**config.mk**
```make
export PLATFORM = sky130hd
export DESIGN_NAME = dpath_seq
export DESIGN_NICKNAME = d
export VERILOG_FILES = /design/src/rtl/dpath_seq.sv
export SDC_FILE = /design/constraint.sdc
export NUM_CORES = 1
export LEC_CHECK = 0
export BUFFER_PORTS_ARGS = -buffer_cell sky130_fd_sc_hd__buf_2
export CAP_MARGIN = 30
export CORE_MARGIN = 2
export CORE_UTILIZATION = 52
export CTS_CLUSTER_DIAMETER = 100
export DETAILED_ROUTE_END_ITERATION = 8
export PLACE_DENSITY = 0.94
export SETUP_SLACK_MARGIN = 0.15
export SKIP_CTS_REPAIR_TIMING = 1
export SLEW_MARGIN = 20
export SYNTH_ARGS = -nofsm -noshare
export SYNTH_HDL_FRONTEND = slang
export SYNTH_SLANG_ARGS = --single-unit
```
**constraint.sdc**
```tcl
create_clock -name clk -period 3.8 [get_ports clk]
set_input_delay 0.76 -clock clk [delete_from_list [all_inputs] [get_ports clk]]
set_output_delay 0.76 -clock clk [all_outputs]
set_load 0.02 [all_outputs]
```
**src/rtl/dpath_seq.sv**
```systemverilog
// Program sequencer for the accumulator datapath: fetches from an async-read ROM,
// drives dpath com/datain one ALU operation at a time, handles jumps and HALT.
//
// state    | meaning
// S_IDLE   | waiting for start; pc holds last value
// S_DECODE | opword at pc decoded; jumps/NOP/HALT retire here
// S_EXEC   | operand word at pc driven to dpath with latched ALU op
// S_DONE   | one-cycle done pulse, then IDLE
`ifndef SEL_W
`define SEL_W 3
`endif
`ifndef DATA_W
`define DATA_W 16
`endif

module dpath_seq #(
  parameter int               SEL_W   = `SEL_W,
  parameter int               DATA_W  = `DATA_W,
  parameter int               ADDR_W  = 8,
  parameter logic [SEL_W-1:0] COM_NOP = 3'b000
) (
  input  logic              clk,
  input  logic              rst_n,
  input  logic              start,
  input  logic              abort,
  output logic [ADDR_W-1:0] imem_addr,
  input  logic [DATA_W-1:0] imem_data,
  input  logic [DATA_W-1:0] accum,
  output logic [SEL_W-1:0]  com,
  output logic [DATA_W-1:0] datain,
  output logic              busy,
  output logic              done,
  output logic [15:0]       icount
);

  typedef enum logic [1:0] {
    S_IDLE   = 2'd0,
    S_DECODE = 2'd1,
    S_EXEC   = 2'd2,
    S_DONE   = 2'd3
  } state_t;

  state_t             state_q, state_d;
  logic [ADDR_W-1:0]  pc_q, pc_d, pc_inc, target;
  logic [2:0]         aluop_q, aluop_d;
  logic [15:0]        icount_q, icount_d, icount_inc;
  logic [SEL_W-1:0]   com_q;
  logic               busy_q, done_q, exec_q;
  logic [3:0]         op;
  logic               acc_zero;

  assign op         = imem_data[15:12];
  assign target     = imem_data[ADDR_W-1:0];
  assign pc_inc     = pc_q + ADDR_W'(1);
  assign acc_zero   = (accum == '0);
  assign icount_inc = (icount_q == 16'hFFFF) ? icount_q : icount_q + 16'd1;

  always_comb begin
    state_d  = state_q;
    pc_d     = pc_q;
    aluop_d  = aluop_q;
    icount_d = icount_q;
    unique case (state_q)
      S_IDLE: begin
        if (start) begin
          pc_d     = '0;
          icount_d = '0;
          state_d  = S_DECODE;
        end
      end
      S_DECODE: begin
        if (!op[3]) begin
          aluop_d = op[2:0];
          pc_d    = pc_inc;
          state_d = S_EXEC;
        end else begin
          icount_d = icount_inc;
          case (op)
            4'b1000: pc_d = target;
            4'b1001: pc_d = acc_zero ? target : pc_inc;
            4'b1010: pc_d = acc_zero ? pc_inc : target;
            4'b1111: state_d = S_DONE;
            default: pc_d = pc_inc;
          endcase
        end
      end
      S_EXEC: begin
        pc_d     = pc_inc;
        icount_d = icount_inc;
        state_d  = S_DECODE;
      end
      S_DONE:  state_d = S_IDLE;
      default: state_d = S_IDLE;
    endcase
    // abort freezes everything but the state, so an aborted EXEC is not retired
    if (abort) begin
      state_d  = S_IDLE;
      pc_d     = pc_q;
      aluop_d  = aluop_q;
      icount_d = icount_q;
    end
  end

  always_ff @(posedge clk or negedge rst_n) begin
    if (!rst_n) begin
      state_q  <= S_IDLE;
      pc_q     <= '0;
      aluop_q  <= '0;
      icount_q <= '0;
      com_q    <= COM_NOP;
      busy_q   <= 1'b0;
      done_q   <= 1'b0;
      exec_q   <= 1'b0;
    end else begin
      state_q  <= state_d;
      pc_q     <= pc_d;
      aluop_q  <= aluop_d;
      icount_q <= icount_d;
      com_q    <= (state_d == S_EXEC) ? SEL_W'(aluop_d) : COM_NOP;
      busy_q   <= (state_d == S_DECODE) || (state_d == S_EXEC);
      done_q   <= (state_d == S_DONE);
      exec_q   <= (state_d == S_EXEC);
    end
  end

  // operand comes straight from the ROM in the EXEC cycle
  assign datain    = exec_q ? imem_data : '0;
  assign com       = com_q;
  assign imem_addr = pc_q;
  assign busy      = busy_q;
  assign done      = done_q;
  assign icount    = icount_q;

endmodule

```
== Word-level counts from Yosys, hierarchy flattened ==
Cells that the tools add are included.
Word-level totals
  bits of input ports: 36
  output and inout port bits: 45
  bits in registers: 35
  word-level logic and storage cells: 51
Cells by class
  equality and inequality tests: 14
  reduce and logical (&&, ||, !) cells: 6
  bitwise gates (word level): 1
  add/subtract/negate cells: 2
  mux-type cells: 20
Operators by type and width (number)
  16-bit two-way mux: 4
  16-bit case mux with 3 select lines: 1
  8-bit two-way mux: 4
  8-bit case mux with 4 select lines: 1
  8-bit case mux with 3 select lines: 1
  16-bit by 1-bit adder with 16-bit output, second input constant: 1
  16-bit equality test, second input constant: 1
  4-bit equality test, second input constant: 4
  16-bit logical NOT: 1
  3-bit two-way mux: 4
  8-bit by 1-bit adder with 8-bit output, second input constant: 1
  2-bit equality test, second input constant: 4
  2-bit two-way mux: 4
  2-bit case mux with 4 select lines: 1
  4-bit AND reduction: 2
  2-bit by 1-bit equality test with 1-bit output, second input constant: 2
  2-bit inequality test, second input constant: 2
  3-bit inequality test, second input constant: 1
  3-bit nonzero test: 1
  2-bit logical NOT: 1
  1-bit logical OR: 1
  1-bit NOT: 1

== Longest topological paths before layout ==
  depth after elaboration: 7
  mapped depth: 8
  depth with buffers taken out: 8

== Worst setup path before layout ==
Ideal clock, no wire load.
  kind: input -> register
  start: in accum[2]
  end: reg pc_q[5] (netlist: imem_addr[5])
  setup time: 0.126 ns
  path buffers: 1
  cell stages on the path: 6
  slack: 1.547 ns
  data arrival time: 2.127 ns
  data required time: 3.674 ns
  path through: nor4_1 and4_1 mux2i_1 buf_2 o21ai_0 a221o_1
On the way
  cells in the longest elaborated chain, start to end: 5
  elaborated cells on any way between the ends: 6
  classes of those cells: 5 x mux; 1 x reduce/logical
Ends and longest elaborated chain
  start, declared: line 28  | input logic [DATA_W-1:0] accum,
  16-bit logical NOT (*): line 55  | assign acc_zero = (accum == '0);
  8-bit two-way mux (on tied branches): line 81, 80
  8-bit case mux with 4 select lines (*): line 78  | case (op)
  8-bit two-way mux (*): line 72  | if (!op[3]) begin
  8-bit case mux with 3 select lines (*): line 63  | unique case (state_q)
  end signal, assigned: line 116  | pc_q <= pc_d;
  end, declared: line 44  | logic [ADDR_W-1:0] pc_q, pc_d, pc_inc, target;
Mark *: on every way between the ends. The rest lies on a longest branch, timed or not.
A chain may end at the register's enable or synchronous reset.

== Worst setup path in the final report ==
  start: in accum[10]
  end: reg pc_q[6] (netlist: imem_addr[6])
Same word-level chain as after synthesis.

==> results.sh <==
export IMPL_crit_slowest_cell="mux2i_1"
export IMPL_clock_latency_ns=0.28
export IMPL_max_freq_mhz=391
export IMPL_place_area_um2=2490
export IMPL_timing_rr_start="state_q[0]"
export IMPL_place_congestion=0.840
export IMPL_skew_ns=0.00630
export IMPL_critPathKind="input port to register"
export IMPL_wl_um=5100
export IMPL_num_rows=22
export IMPL_layout_drive_gt1_share_pct=33.2
export IMPL_clock_sinks=35
export IMPL_grt_overflow=0
export IMPL_layout_nets=341
export IMPL_hp_class="register to register"
export IMPL_cp_end_kind="register"
export IMPL_max_cap_viol_count=0
export IMPL_finalInstanceArea_um2=2570
export IMPL_fin_crit_sh_pct=67.3
export IMPL_worst_slew_pin_slew_ns=0.756
export IMPL_syn_to_final_growth_pct=25.7
export IMPL_tns_ns=0
export IMPL_die_w_um=66.7
export IMPL_cp_max_fo=7
export IMPL_synthFlopType="dfrtp_1"
export IMPL_coreArea_um2=3720
export IMPL_vias=1995
export IMPL_yosysSeqAreaShare_pct=42.8
export IMPL_avgSynthCellArea_um2=9.57
export IMPL_crit_required_ns=3.97
export IMPL_drtIter0Drc=126
export IMPL_drtAntennaViolNets=0
export IMPL_fin_cells=346
export IMPL_post_place_ws_ns=0.911
export IMPL_finalHoldViolCount=0
export IMPL_path_cells="buf_2 -> nor4_1 -> and4_1 -> mux2i_1 -> clkbuf_2 -> o31ai_1 -> a221o_1"
export IMPL_ir_worst_vdd_v=0.000233
export IMPL_cp_slowest_stage_delay_ns=0.52
export IMPL_power_uw=865
export IMPL_cp_data_arrival_time_ns=2.72
export IMPL_drt_first_pass_iters=4
export IMPL_start_kind="input port"
export IMPL_place_inst=337
export IMPL_clk_pin_slew_ns=0.07
export IMPL_port_buffers=80
export IMPL_critPathBufInv=2
export IMPL_grt_setup_unrepaired="false"
export IMPL_wire_per_inst_um=14.7
export IMPL_status="completed"
export IMPL_final_max_slew_viol_count=0
export IMPL_num_antenna_cells=0
export IMPL_crit_family="simple AND/OR/NAND/NOR gates"
export IMPL_cts_buffer_depth=2
export IMPL_syn_inst=214
export IMPL_synth_edf_count=0
export IMPL_grt_max_degree=36
export IMPL_numCtsBuffers=5
export IMPL_synth_warnings=0
export IMPL_root_buffer="clkbuf_8"
export IMPL_grt_first_pass_wirelength_um=8070
export IMPL_initial_utilization_pct=55.1
export IMPL_fp_dieH_um=66.7
export IMPL_h_tree_depth=2
export IMPL_vias_per_cell=5.77
export IMPL_grt_pass1_vias=1797
export IMPL_fillers=307
export IMPL_synth_nets=258
export IMPL_cts_tree="built"
export IMPL_crit_path_start="accum[10]"
export IMPL_worst_slack_ns=1.24
export IMPL_io_pins=81
export IMPL_grt_usage_pct=23.8
export IMPL_cellLeakagePower_nw=1.29
export IMPL_postSynth_asyncResetShare_pct=100
export IMPL_holdCritStartpoint="aluop_q[0]"
export IMPL_max_slew_margin_pct=49.6
export IMPL_post_dp_hpwl_um=3840
export IMPL_synth_seq_cells=35
export IMPL_antenna_found_initial=0
export IMPL_min_period_ns=2.56
export IMPL_die_area_um2=4450
export IMPL_finalSetupViolCount=0
export IMPL_syn_area_um2=2050
export IMPL_powerDensity_nw_per_um2=336
export IMPL_remaining_drc_errors=0
export IMPL_synth_cell_type_count=46
cells in the final DEF (no fill, tap or decap), types with 3 or more instances in the layout:
cell type,synthesis,final
clkbuf_8,0,5
a221o_1,8,8
dfrtp_1,35,35
nor3_1,5,5
buf_2,2,80
nor2_1,8,8
o21ai_0,13,13
ha_1,8,8
mux2_2,3,3
nand3_1,10,10
nand2_1,20,20
o31ai_1,12,12
and3_1,3,3
nor4_1,7,7
a21oi_1,5,5
or4_1,3,3
inv_1,6,6
and2_1,23,23
mux2i_1,3,3
nand2b_1,3,3
nor4b_1,4,4
through the flow:
step	util, %	hold slack (ns)
5_1_grt	69.2	0.504
3_5_place_dp	66.9	0.481
3_3_place_gp	66.9	0.474
2_1_floorplan	-	0.464
6_report	69.2	0.491
4_1_cts	69.1	0.495
metal layers:
| metal | vias to the layer above | GRT usage [%] | part of all wire, % |
|---|---|---|---|
| met3 | 11 | 5.24 | 6.4 |
| met5 | - | 0 | 0 |
| met4 | 0 | 6.38 | 1.6 |
| met1 | 937 | 30.3 | 44 |
| met2 | 78 | 40.5 | 48 |
| li1 | 969 | - | - |
worst paths after layout:
check	depth (start not counted)	to	slack, ns
setup / recovery	7	imem_addr[6]	1.24
hold / removal	1	aluop_q[0]	0.49
setup reg to reg	7	icount[15]	1.41
hold reg to reg	1	aluop_q[0]	0.49
max in group asynchronous	1	exec_q	2.77
min in group asynchronous	1	icount[0]	0.54
cell usage after synthesis, drive strengths merged, types with 3 or more instances:
| master | number | area share (%) |
|---|---|---|
| nor2 | 9 | 1.8 |
| nand2 | 20 | 3.7 |
| a221o | 8 | 3.9 |
| nor4b | 4 | 1.7 |
| dfrtp | 35 | 43 |
| a21oi | 5 | 1.2 |
| mux2 | 3 | 1.7 |
| and2 | 25 | 7.8 |
| clkbuf | 3 | 0.55 |
| nand3 | 11 | 2.9 |
| o21ai | 13 | 3.2 |
| or4 | 4 | 1.7 |
| nand2b | 3 | 0.92 |
| nor4 | 7 | 2.1 |
| ha | 8 | 4.9 |
| o31ai | 12 | 4.4 |
| inv | 6 | 1.1 |
| and3 | 3 | 0.92 |
| nor3 | 6 | 1.7 |
| mux2i | 3 | 1.5 |
cell type report:
type                            count  area, um2  area share (%)
Timing Repair Buffer               81        405            15.8
Sequential cell                    35        876            34.0
Inverter                            6       22.5           0.875
Clock inverter                      1       5.00           0.195
Clock buffer                        7       76.3            2.97
Tap cell                           48       60.1            2.33
Multi-Input combinational cell    168       1130            43.8
registers in the layout, indices dropped and copies added, names as in the netlist:
signal and count:
aluop_q 3, busy 1, com 3, done 1
exec_q 1, icount 16, imem_addr 8, state_q 2
power breakdown:
group	internal, mW	switching, mW
combinational	0.0743	0.112
clock	0.129	0.124
sequential	0.402	0.0249
total	0.604	0.261
cells by family after synthesis:
kind of cell,after synthesis,share of synthesized area (%)
compound gates,51,18.0
flops,35,42.8
fa+ha+maj,8,4.89
simple gates,102,28.6
buf+inv,11,2.14
xor+xnor,1,0.428
mux,6,3.12
Power figures use the tool's default switching activity.
